--- src/rtl/xcfi_check_ctrl_pkg.sv ---
`default_nettype none
// ============================================================================
// Module   : xcfi_ctrl_pkg
// Brief    : Shared types and helpers for the XCFI check-strobe controller.
// Revision : 1.0
// ============================================================================
package xcfi_ctrl_pkg;

    typedef enum logic [1:0] {
        ST_WARMUP = 2'd0,
        ST_WINDOW = 2'd1,
        ST_DONE   = 2'd2
    } state_t;

    localparam int unsigned CYCLE_W_DFLT   = 8;
    localparam int unsigned CYCLE_MAX_DFLT = (1 << CYCLE_W_DFLT) - 1;

    // Handles up to 64 lanes; callers zero-extend narrower vectors.
    function automatic int unsigned popcount(input logic [63:0] v);
        int unsigned n;
        n = 0;
        for (int i = 0; i < 64; i++) begin
            n += {31'b0, v[i]};
        end
        return n;
    endfunction

endpackage
`default_nettype wire

--- src/rtl/xcfi_check_ctrl_if.sv ---
`default_nettype none
// ============================================================================
// Module   : xcfi_check_ctrl_if
// Brief    : Retirement trace inputs and per-channel check strobes.
// Revision : 1.0
// ============================================================================
interface xcfi_check_ctrl_if #(
    parameter int NRET    = 1,
    parameter int ORDER_W = 64
);
    logic [NRET-1:0]         rvfi_valid;
    logic [NRET*ORDER_W-1:0] rvfi_order;
    logic [NRET-1:0]         rvfi_halt;
    logic [NRET-1:0]         check;

    modport master (
        output rvfi_valid,
        output rvfi_order,
        output rvfi_halt,
        input  check
    );

    modport slave (
        input  rvfi_valid,
        input  rvfi_order,
        input  rvfi_halt,
        output check
    );
endinterface
`default_nettype wire

--- src/rtl/xcfi_check_ctrl_order.sv ---
`default_nettype none
// ============================================================================
// Module   : xcfi_order_tracker
// Brief    : Tracks expected rvfi_order and flags lane/order discontinuities.
// Revision : 1.0
// ============================================================================
module xcfi_order_tracker
    import xcfi_ctrl_pkg::*;
#(
    parameter int NRET    = 1,
    parameter int ORDER_W = 64
) (
    input  wire logic                    clock,
    input  wire logic                    reset,
    input  wire logic [NRET-1:0]         rvfi_valid,
    input  wire logic [NRET*ORDER_W-1:0] rvfi_order,
    output logic                         order_err
);

    logic [ORDER_W-1:0] r_expected;
    logic               r_order_err;
    logic               w_mismatch;
    logic               w_contig;
    logic [ORDER_W-1:0] w_count;

    // A contiguous-from-zero mask has no set bit above its lowest clear bit.
    assign w_contig = ((rvfi_valid + 1'b1) & rvfi_valid) == '0;
    assign w_count  = ORDER_W'(popcount(64'(rvfi_valid)));

    always_comb begin
        w_mismatch = 1'b0;
        for (int k = 0; k < NRET; k++) begin
            if (rvfi_valid[k] &&
                rvfi_order[k*ORDER_W +: ORDER_W] != r_expected + ORDER_W'(k)) begin
                w_mismatch = 1'b1;
            end
        end
    end

    always_ff @(posedge clock or posedge reset) begin
        if (reset) begin
            r_expected  <= '0;
            r_order_err <= 1'b0;
        end else begin
            r_expected <= r_expected + w_count;
            if (w_mismatch || !w_contig) begin
                r_order_err <= 1'b1;
            end
        end
    end

    assign order_err = r_order_err;

endmodule
`default_nettype wire

--- src/rtl/xcfi_check_ctrl.sv ---
`default_nettype none
// ============================================================================
// Module   : xcfi_check_ctrl
// Brief    : Check-window strobe and retirement sequencing controller.
//            Optional macro XCFI_HALT_STOP_EN: halting retirement ends checking.
// Revision : 1.0
// ============================================================================
module xcfi_check_ctrl
    import xcfi_ctrl_pkg::*;
#(
    parameter int NRET       = 1,
    parameter int ORDER_W    = 64,
    parameter int CYCLE_W    = CYCLE_W_DFLT,
    parameter int CHECK_LO   = 15,
    parameter int CHECK_HI   = 15,
    parameter int FIRST_ONLY = 0
) (
    input  wire logic          clock,
    input  wire logic          reset,
    xcfi_check_ctrl_if.slave   bus,
    output logic [CYCLE_W-1:0] cycle,
    output logic               window_open,
    output logic [CYCLE_W-1:0] retired,
    output logic               order_err,
    output logic               done
);

    localparam logic [CYCLE_W-1:0] c_cycle_max = '1;
    localparam logic [CYCLE_W-1:0] c_check_lo  = CYCLE_W'(CHECK_LO);
    localparam logic [CYCLE_W-1:0] c_check_hi  = CYCLE_W'(CHECK_HI);

    state_t             r_state;
    state_t             w_state_next;
    logic [CYCLE_W-1:0] r_cycle;
    logic [CYCLE_W-1:0] w_cycle_next;
    logic [CYCLE_W-1:0] r_retired;
    logic [CYCLE_W-1:0] w_retired_next;
    logic [CYCLE_W:0]   w_ret_sum;
    logic [NRET-1:0]    w_eligible;
    logic [NRET-1:0]    w_strobe;
    logic [NRET-1:0]    w_check;
    logic               w_halt_hit;

`ifdef XCFI_HALT_STOP_EN
    logic [NRET-1:0] w_halt_req;
    logic [NRET-1:0] w_halt_low;

    // Keep lanes up to and including the lowest halting lane.
    assign w_halt_req = bus.rvfi_valid & bus.rvfi_halt;
    assign w_halt_low = w_halt_req & (~w_halt_req + 1'b1);
    assign w_halt_hit = |w_halt_req;
    assign w_eligible = w_halt_hit ? (bus.rvfi_valid & (w_halt_low | (w_halt_low - 1'b1)))
                                   : bus.rvfi_valid;
`else
    logic w_unused_halt;
    assign w_unused_halt = ^bus.rvfi_halt;
    assign w_halt_hit    = 1'b0;
    assign w_eligible    = bus.rvfi_valid;
`endif

    generate
        if (FIRST_ONLY != 0) begin : g_first_only
            assign w_strobe = w_eligible & (~w_eligible + 1'b1);
        end else begin : g_all_lanes
            assign w_strobe = w_eligible;
        end
    endgenerate

    assign w_check      = (r_state == ST_WINDOW) ? w_strobe : '0;
    assign bus.check    = w_check;
    assign w_cycle_next = (r_cycle == c_cycle_max) ? r_cycle : r_cycle + 1'b1;

    always_comb begin
        w_state_next = r_state;
        case (r_state)
            ST_WARMUP: begin
                if (w_cycle_next == c_check_lo) begin
                    w_state_next = ST_WINDOW;
                end
            end
            ST_WINDOW: begin
                if (w_cycle_next > c_check_hi || (FIRST_ONLY != 0 && |w_check)) begin
                    w_state_next = ST_DONE;
                end
            end
            default: w_state_next = ST_DONE;
        endcase
        if (w_halt_hit) begin
            w_state_next = ST_DONE;
        end
    end

    assign w_ret_sum      = {1'b0, r_retired} + (CYCLE_W+1)'(popcount(64'(w_check)));
    assign w_retired_next = (w_ret_sum > {1'b0, c_cycle_max}) ? c_cycle_max
                                                              : w_ret_sum[CYCLE_W-1:0];

    always_ff @(posedge clock or posedge reset) begin
        if (reset) begin
            r_state   <= ST_WARMUP;
            r_cycle   <= '0;
            r_retired <= '0;
        end else begin
            r_state   <= w_state_next;
            r_cycle   <= w_cycle_next;
            r_retired <= w_retired_next;
        end
    end

    xcfi_order_tracker #(
        .NRET    (NRET),
        .ORDER_W (ORDER_W)
    ) u_order (
        .clock      (clock),
        .reset      (reset),
        .rvfi_valid (bus.rvfi_valid),
        .rvfi_order (bus.rvfi_order),
        .order_err  (order_err)
    );

    assign cycle       = r_cycle;
    assign retired     = r_retired;
    assign window_open = (r_state == ST_WINDOW);
    assign done        = (r_state == ST_DONE);

endmodule
`default_nettype wire

--- src/flat_wrapper.sv ---
// flat-port wrapper written by rule: the top's interface ports become plain ports
module xcfi_check_ctrl_flat import xcfi_ctrl_pkg::*;
#(
    parameter int NRET       = 1,
    parameter int ORDER_W    = 64,
    parameter int CYCLE_W    = CYCLE_W_DFLT,
    parameter int CHECK_LO   = 15,
    parameter int CHECK_HI   = 15,
    parameter int FIRST_ONLY = 0
)
  (clock, reset, cycle, window_open, retired, order_err, done, bus_rvfi_valid, bus_rvfi_order, bus_rvfi_halt, bus_check);
  xcfi_check_ctrl_if #(.NRET(NRET), .ORDER_W(ORDER_W)) bus_i ();
  input  wire logic clock;
  input  wire logic reset;
  output logic [CYCLE_W-1:0] cycle;
  output logic window_open;
  output logic [CYCLE_W-1:0] retired;
  output logic order_err;
  output logic done;
  input wire logic [$bits(bus_i.rvfi_valid)-1:0] bus_rvfi_valid;
  input wire logic [$bits(bus_i.rvfi_order)-1:0] bus_rvfi_order;
  input wire logic [$bits(bus_i.rvfi_halt)-1:0] bus_rvfi_halt;
  output wire logic [$bits(bus_i.check)-1:0] bus_check;
  assign bus_i.rvfi_valid = bus_rvfi_valid;
  assign bus_i.rvfi_order = bus_rvfi_order;
  assign bus_i.rvfi_halt = bus_rvfi_halt;
  assign bus_check = bus_i.check;
  xcfi_check_ctrl #(.NRET(NRET), .ORDER_W(ORDER_W), .CYCLE_W(CYCLE_W), .CHECK_LO(CHECK_LO), .CHECK_HI(CHECK_HI), .FIRST_ONLY(FIRST_ONLY)) u_core (.clock(clock), .reset(reset), .bus(bus_i), .cycle(cycle), .window_open(window_open), .retired(retired), .order_err(order_err), .done(done));
endmodule
--- config.mk ---
export PLATFORM = sky130hd
export DESIGN_NAME = xcfi_check_ctrl_flat
export DESIGN_NICKNAME = d
export VERILOG_FILES = /design/src/rtl/xcfi_check_ctrl_pkg.sv /design/src/rtl/xcfi_check_ctrl_if.sv /design/src/rtl/xcfi_check_ctrl_order.sv /design/src/rtl/xcfi_check_ctrl.sv /design/src/flat_wrapper.sv
export SDC_FILE = /design/constraint.sdc
export NUM_CORES = 1
export LEC_CHECK = 0
export CORE_MARGIN = 5
export CORE_UTILIZATION = 40
export CTS_BUF_LIST = sky130_fd_sc_hd__clkbuf_8
export DETAILED_ROUTE_END_ITERATION = 10
export HOLD_SLACK_MARGIN = 0.03
export MAX_ROUTING_LAYER = met4
export PLACE_DENSITY_LB_ADDON = 0.25
export SLEW_MARGIN = 20
export SYNTH_ARGS = -nofsm -noshare
export SYNTH_HDL_FRONTEND = slang
export SYNTH_SLANG_ARGS = --single-unit
--- constraint.sdc ---
create_clock -name clock -period 2.95 [get_ports clock]
set_clock_uncertainty 0.15 [all_clocks]
set_input_delay 0.295 -clock clock [delete_from_list [all_inputs] [get_ports clock]]
set_output_delay 0.295 -clock clock [all_outputs]
set_load 0.05 [all_outputs]
### After elaboration in Yosys (flattened, before gate mapping)

Cells that the tools add are included.

* bitwise logic cells: 1
* add/subtract/negate cells: 4
* reductions and logical operators: 4
* multiplexer cells: 7
* order comparisons: 2
* equal/unequal tests: 7

Operator list (count)
* 64-bit by 1-bit adder with 64-bit output: 1
* 64-bit != test: 1
* 8-bit two-way mux: 2
* 8-bit by 1-bit adder with 9-bit output: 1
* 9-bit by 8-bit greater-than comparator with 1-bit output (second input constant): 1
* 8-bit by 1-bit adder with 8-bit output (second input constant): 1
* 8-bit by 4-bit equality test with 1-bit output (second input constant): 1
* 8-bit equality test (second input constant): 1
* 8-bit by 4-bit greater-than comparator with 1-bit output (second input constant): 1
* 2-bit two-way mux: 2
* 2-bit by 1-bit != test with 1-bit output (second input constant): 2
* 2-bit case mux with 2 select lines: 1
* 2-bit by 1-bit equality test with 1-bit output (second input constant): 1
* 2-bit equality test (second input constant): 1
* 2-bit logical NOT: 1
* 1-bit two-way mux: 2
* 2-bit AND reduction: 1
* 1-bit adder (second input constant): 1
* 1-bit AND: 1
* 1-bit logical AND: 1
* 1-bit logical OR: 1

* logic and storage cells: 30
* input bits: 68
* output and inout port bits: 20
* register bits after elaboration: 83

### Depth between registers and ports, before layout

Gate-level depths: netlist (run 1).

* depth in word-level cells: 5
* gate-level depth with buffers: 7

### Hierarchy

Synthesis (run 1) repeated with hierarchy kept, for this count alone.

* cells, all modules: 451
* area total of the unflattened synthesis: 4688.2 um2

By module, submodules not included
* xcfi_order_tracker: times used 1, sequential area each 1626.6 um2, area an instance 3718.6 um2, cells an instance 353
* xcfi_check_ctrl: times used 1, sequential area each 450.4 um2, area an instance 969.7 um2, cells an instance 98

### Worst setup path before layout (run 1)

Ideal clock, no wire load.

* path kind: register to register
* start: register u_core.r_state[1]
* end: register u_core.r_retired[7], in the netlist u_core.retired[7]
* period minus slack after synthesis: 2818 ps
* data required time: 2675 ps
* arrival: 2544 ps
* buffers on the path: 0
* library setup time: 125 ps
* setup slack: 132 ps
* stages on the path, launching flop included: 7
* cell sequence: dfrtp_1 nor2b_1 and2_1 ha_1 and3_1 nand3_1 mux2_2

* longest elaborated chain between the ends: 5

RTL lines
* start: declaration: line xcfi_check_ctrl.sv:32 `state_t r_state;`
* start signal: assignment: line xcfi_check_ctrl.sv:103 `r_state <= w_state_next;`
* 2-bit by 1-bit equality test with 1-bit output (*)
* net window_open: line flat_wrapper.sv:16 `output logic window_open;`
* 1-bit two-way mux (*): line xcfi_check_ctrl.sv:69 `assign w_check = (r_state == ST_WINDOW) ? w_strobe : '0;`
* net bus_check: line flat_wrapper.sv:23 `output wire logic [$bits(bus_i.check)-1:0] bus_check;`
* 8-bit by 1-bit adder with 9-bit output (*): line xcfi_check_ctrl.sv:93 `assign w_ret_sum = {1'b0, r_retired} + (CYCLE_W+1)'(popcount(64'(w_check)));`
* 9-bit by 8-bit greater-than comparator with 1-bit output: line xcfi_check_ctrl.sv:94 `assign w_retired_next = (w_ret_sum > {1'b0, c_cycle_max}) ? c_cycle_max`
* 8-bit two-way mux (*): line xcfi_check_ctrl.sv:94
* net u_core.w_retired_next[7]: line xcfi_check_ctrl.sv:37 `logic [CYCLE_W-1:0] w_retired_next;`
* end signal: assignment: line xcfi_check_ctrl.sv:105 `r_retired <= w_retired_next;`
* end: declaration: line xcfi_check_ctrl.sv:36 `logic [CYCLE_W-1:0] r_retired;`

Mark *: on every way through the listed nets, which the timed path passes. The rest lies on a longest branch.
A chain may end at the register's enable or synchronous reset.

### Worst setup path in the final report (run 1)

* start: register u_core.u_order.r_expected[12]
* end: register u_core.u_order.r_expected[41]

* longest elaborated chain between the ends: 1

RTL lines
* start: declaration: line xcfi_check_ctrl_order.sv:20 `logic [ORDER_W-1:0] r_expected;`
* start signal: assignment: line xcfi_check_ctrl_order.sv:45 `r_expected <= r_expected + w_count;`
* 64-bit by 1-bit adder with 64-bit output: line xcfi_check_ctrl_order.sv:45

No other way between the ends.

==> results.txt, run 1 <==
status - completed
drt total wl - 11400 um
Iteration-0 DRC Markers - 137
power density cells - 408 mW/mm^2
worst-path maximum fanout - 9
Worst R2R Start - u_core.u_order.r_expected[12]
first-pass GRT wire length - 18300 um
Synth Instances - 437
Sink Count - 83
hold slack - 0.307 ns
CP arrival - 2.55 ns
r2r worst-path depth - 5
FMAX - 414 MHz
share of layout cells above drive strength 1 - 6.84%
synthesized net count - 510
routed vias/inst - 5.10
Setup WS pre-CTS - 0.222 ns
Synth Area per Inst - 10.3 sq um
RSZ-0062 raised after global routing - false
CTS tree - yes
Max VDD drop - 0.241 mV
Slew HR - 57.6%
Synth Area in Simple Gates - 21.3%
Core Footprint - 0.0109 sq mm
Synth Area in XOR/XNOR - 25.9%
Initial Util - 41.1%
GR Util All Layers - 18.5%
Die Wd - 116 um
Hold Path Sink - u_core.u_order.order_err
Tmin final - 2.42 ns
GPL Wtd Cong - 0.852
FF+latch count, synth - 83
Area Growth Syn to Fin - 28.7%
r2r endpoint - u_core.u_order.r_expected[41]
ant diodes - 0
final cycle utilization of the critical path - 81.9%
DR vias - 3471
drt drc - 0
Pleak - 2.43 nW
ys async rst share - 100%
commonest non-fill, non-tap cell in the layout - xnor2_1
Final Hold Viols - 0
sequential area share after synthesis - 46.2%
accumulated negative setup slack - 0 ns
count of different cell masters after synthesis - 32
critical path class - flop to flop
worst skew pair latency - 0.37 ns
worst-margin pin slew - 0.631 ns
ys flop type - dfrtp_1
PostCTS Resize Cnt - 0
Req. time, crit path - 3.08 ns
Hold Path Class - flop to flop
main combinational cell family by area after synthesis - XOR/XNOR gates
largest net degree at the start of global routing - 74
DR WL/cell - 16.8 um
Placement Rows - 38
vias in the first global route - 3561
mux share of post-synthesis cell area - 0.751%
antenna-violating nets left - 0
Nets - 611
die area - 0.0135 sq mm
Post-synth EDFFs - 0
adder-cell share of the synthesized area - 1.39%
Mapped Area - 0.00450 sq mm
initial antenna violation count - 0
Fillers - 1050
H-tree depth - 3
CTS root buf - clkbuf_8
buffer count from post-CTS setup fixing - 0
GRT overflow - 0
Final WS setup - 0.533 ns
Reg2Reg Setup Slack - 0.53 ns
Chip Height - 116 um
drt first pass iters - 4
Worst-path clk slew - 0.09 ns
# IOs - 88
most frequent cells in the layout - 96 x xnor2_1, 86 x clkdlybuf4s50_1, 83 x dfrtp_1
Compound-Gate Fraction of Synth Area - 2.34%
Slew Viols, Final - 0
HPWL after detailed placement - 8950 um
WHS Path Cells - 1
total CTS buffers - 9
hold wc startpoint - u_core.u_order.order_err
startpoint class of the critical path - flop
number of max-cap violations - 0
Setup Viol. Count Final - 0
CTS Buffer Depth - 2
I/O Buffers - 86
CP endpoint kind - flop
Synth warnings - 0
[state kept, by name (all words and copies together), names as in the netlist]
| signal | flops |
|---|---|
| u_core.cycle | 8 |
| u_core.r_state | 2 |
| u_core.retired | 8 |
| u_core.u_order.order_err | 1 |
| u_core.u_order.r_expected | 64 |
[logic make-up (layout without fill, tap and decap cells)]
group,count (synthesis),count (layout)
buffers and inverters,25,129
AO/OA/AOI/OAI,16,16
adder cells (fa/ha/maj),5,5
XOR/XNOR,133,133
AND/OR/NAND/NOR,172,172
flip-flops,83,83
multiplexers,3,3
[cell usage after synthesis, drive strengths merged (2+ instances only)]
cell type	instances	area, sq um
and4	4	35.0
a21oi	4	20.0
nor2	23	86.3
nor2b	4	25.0
nand2b	3	18.8
dfrtp	83	2080
inv	17	63.8
xor2	37	324
clkbuf	8	33.8
a41oi	2	17.5
a21o	2	15.0
and3	7	43.8
nand3	28	145
nand2	29	109
nor3	22	115
ha	5	62.6
xnor2	96	841
mux2	3	33.8
o21a	2	15.0
a31oi	4	25.0
nand4	33	225
nor4	17	140
[report_power, final]
| part | total, mW | internal (mW) | switching [mW] |
|---|---|---|---|
| Clock | 0.804 | 0.399 | 0.405 |
| Combinational | 0.311 | 0.180 | 0.131 |
| Sequential | 1.25 | 1.18 | 0.0644 |
[how the worst max path moves through the flow]
stage | cells past startpoint | end | startpoint
detailed placement | 8 | u_core.u_order.r_expected[41] | bus_rvfi_valid
floorplan | 6 | u_core.retired[7] | u_core.r_state[1]
global route | 5 | u_core.u_order.r_expected[41] | u_core.u_order.r_expected[12]
global placement | 10 | u_core.u_order.r_expected[60] | bus_rvfi_valid
finish | 5 | u_core.u_order.r_expected[41] | u_core.u_order.r_expected[12]
CTS | 5 | u_core.u_order.r_expected[41] | u_core.u_order.r_expected[12]
[routing by layer]
metal	vias to the layer above	global-route usage, %	share of wire [%]
met5	-	-	0
met4	0	7.73	2.0
met3	16	2.14	3.5
met2	62	29.2	49
met1	1694	24.1	45
li1	1699	-	-
[metrics by stage]
stage / cells / instance area (sq um) / util, % / power [mW]
2_1_floorplan: 437 / 4500 / - / 1.41
5_1_grt: 681 / 5790 / 52.9 / 2.47
3_3_place_gp: 666 / 5600 / 51.2 / 1.57
4_1_cts: 681 / 5790 / 52.9 / 2.39
6_report: 681 / 5790 / 52.9 / 2.36
3_5_place_dp: 666 / 5600 / 51.2 / 1.59
[worst max-delay path, stage by stage (launching register included)]
cell and delay, ns:
dfrtp_1 0.50, nand4_2 0.20, nor4_4 0.56, nand4_1 0.39, nor4_1 0.36, xor2_1 0.17
[final cells by class]
cell class	instances	area (sq um)	area share [%]
Inverter	17	63.8	1.10
Clock inverter	4	43.8	0.757
Tap cell	140	175	3.03
Clock buffer	10	138	2.38
Timing Repair Buffer	98	966	16.7
Multi-Input combinational cell	329	2320	40.2
Sequential cell	83	2080	35.9
[repair_timing]
item,in CTS,in global routing
hold buffers,1,0
setup endpoints to repair,0,0
endpoints found under the hold margin,10,0
(Power assumes the default switching activity.)
==> run 2, diff against run 1 <==
==> constraint.sdc (replaced) <==
create_clock -name clock -period 2.35 [get_ports clock]
set_clock_uncertainty 0.15 [all_clocks]
set_input_delay 0.235 -clock clock [delete_from_list [all_inputs] [get_ports clock]]
set_output_delay 0.235 -clock clock [all_outputs]
set_load 0.05 [all_outputs]
==> run 2 against run 1 <==
Cell count up 3.2%. Register-to-register slack got worse by 0.37 ns. Combinational power grew 28%. Clock power increased by 14%. Largest power group unchanged.
==> results.txt, run 2 (synthesis results as in run 1) <==
most frequent cells in the layout - 96 x xnor2_1, 85 x clkdlybuf4s50_1, 83 x dfrtp_1
FMAX - 458 MHz
Worst R2R Start - u_core.u_order.r_expected[0]
Placement Rows - 38
Setup Viol. Count Final - 0
Fillers - 1003
critical path class - flop to flop
first-pass GRT wire length - 18400 um
Pleak - 2.55 nW
total CTS buffers - 9
buffer count from post-CTS setup fixing - 0
RSZ-0062 raised after global routing - false
Util after Layout - 54.8%
# placed instances - 688
Routed met1 length - 5450 um
Req. time, crit path - 2.47 ns
Worst-path clk slew - 0.09 ns
GRT overflow - 0
antenna-violating nets left - 0
Area Growth Syn to Fin - 33.2%
Hold Path Class - input port to asynchronous set/reset pin
initial antenna violation count - 0
share of layout cells above drive strength 1 - 11.7%
vias in the first global route - 3674
number of max-cap violations - 0
startpoint class of the critical path - flop
clock network fraction of design power - 31.7%
I/O Buffers - 86
commonest non-fill, non-tap cell in the layout - xnor2_1
r2r endpoint - u_core.u_order.r_expected[38]
Non-Filler Instances - 703
Switching Power - 763 uW
Max VDD drop - 0.328 mV
flip-flop count of the largest register after layout - 64
worst-margin pin slew - 0.538 ns
Core Footprint - 0.0109 sq mm
power density cells - 482 mW/mm^2
share of power burned in registers - 54.4%
CTS root buf - clkbuf_8
Reg2Reg Setup Slack - 0.17 ns
# IOs - 88
ant diodes - 0
drt drc - 0
largest net degree at the start of global routing - 34
Placed Area - 0.00579 sq mm
drt first pass iters - 4
P_int - 2.13 mW
Sink Count - 83
Tmin final - 2.18 ns
CTS Buffer Depth - 2
hold_buf cts - 0
worst-path maximum fanout - 5
post-route cell area - 0.00599 sq mm
Slew Viols, Final - 0
Initial Util - 41.1%
Final Hold Viols - 0
met3 WL - 555 um
status - completed
r2r worst-path depth - 9
final cycle utilization of the critical path - 92.9%
worst skew pair latency - 0.35 ns
Nets - 632
wire length on met2 - 5080 um
Largest Register - u_core.u_order.r_expected
HPWL after detailed placement - 9130 um
Die Wd - 116 um
CTS tree - yes
Slew HR - 64.1%
Iteration-0 DRC Markers - 181
drt total wl - 11400 um
Sw Share - 26.4%
highest metal used - met4
GPL Wtd Cong - 0.878
CP arrival - 2.30 ns
DR vias - 3549
DR WL/cell - 16.2 um
routed vias/inst - 5.05
Chip Height - 116 um
die area - 0.0135 sq mm
Combinational Power Share - 13.8%
GR Util All Layers - 18.4%
CP endpoint kind - flop
H-tree depth - 3
## run 2: cell types whose count changed in the layout (fill, tap and decap cells not counted), moves of 2 or more
cell and change:
buf_4 +21, clkinvlp_4 +4, buf_12 +2, nor4_1 -2
nor4_2 +2
## run 2: power by group through the flow
stage	registers (mW)	logic, mW	clock network, mW
4_1_cts	1.57	0.404	0.937
5_1_grt	1.59	0.441	1.00
6_report	1.57	0.399	0.917
3_5_place_dp	1.60	0.403	0
3_3_place_gp	1.60	0.392	0
2_1_floorplan	1.58	0.191	0
## run 2: cell type report
class | count | area, sq um | area share, %
Tap cell | 140 | 175 | 2.92
Clock buffer | 10 | 138 | 2.30
Timing Repair Buffer | 119 | 1140 | 19.1
Multi-Input combinational cell | 329 | 2360 | 39.4
Sequential cell | 83 | 2080 | 34.7
Inverter | 17 | 67.6 | 1.13
Clock inverter | 5 | 31.3 | 0.522
## run 2: layer usage
layer / GRT usage (%) / vias to the layer above
li1: - / 1750
met3: 2.40 / 23
met2: 26.8 / 81
met5: - / -
met1: 25.8 / 1695
met4: 8.04 / 0
## run 2: stage by stage
stage | TNS, ns | setup WS (ns) | hold WS [ns] | total power [mW]
after floorplan | -0.0154 | -0.0154 | 0.202 | 1.77
after global placement | -2.61 | -0.180 | 0.312 | 1.99
after detailed placement | -3.20 | -0.248 | 0.298 | 2.00
after CTS | 0 | 0.0971 | 0.128 | 2.91
after global routing | 0 | 0.0336 | 0.149 | 3.03
final | 0 | 0.167 | 0.122 | 2.89
## run 2: timing repair
action / CTS / global route
endpoints found under the setup margin: 0 / 8
endpoints found under the hold margin: 0 / 0
gates resized for setup: 0 / 5
## run 2: worst max-delay path: stages (launching register included)
cell     delay [ns]
dfrtp_1        0.39
ha_1           0.21
ha_1           0.17
nand3_1        0.10
buf_4          0.17
nor3_1         0.13
buf_4          0.15
nand4_1        0.24
nor3_1         0.25
xnor2_1        0.15
## run 2: worst max path at each step
| stage | from | endpoint | cells past startpoint |
|---|---|---|---|
| finish | u_core.u_order.r_expected[0] | u_core.u_order.r_expected[38] | 9 |
| floorplan | u_core.r_state[1] | u_core.retired[7] | 6 |
| global placement | bus_rvfi_valid | u_core.u_order.r_expected[46] | 10 |
| detailed placement | bus_rvfi_valid | u_core.u_order.r_expected[46] | 10 |
| CTS | u_core.u_order.r_expected[0] | u_core.u_order.r_expected[46] | 9 |
| global route | u_core.u_order.r_expected[0] | u_core.u_order.r_expected[28] | 9 |
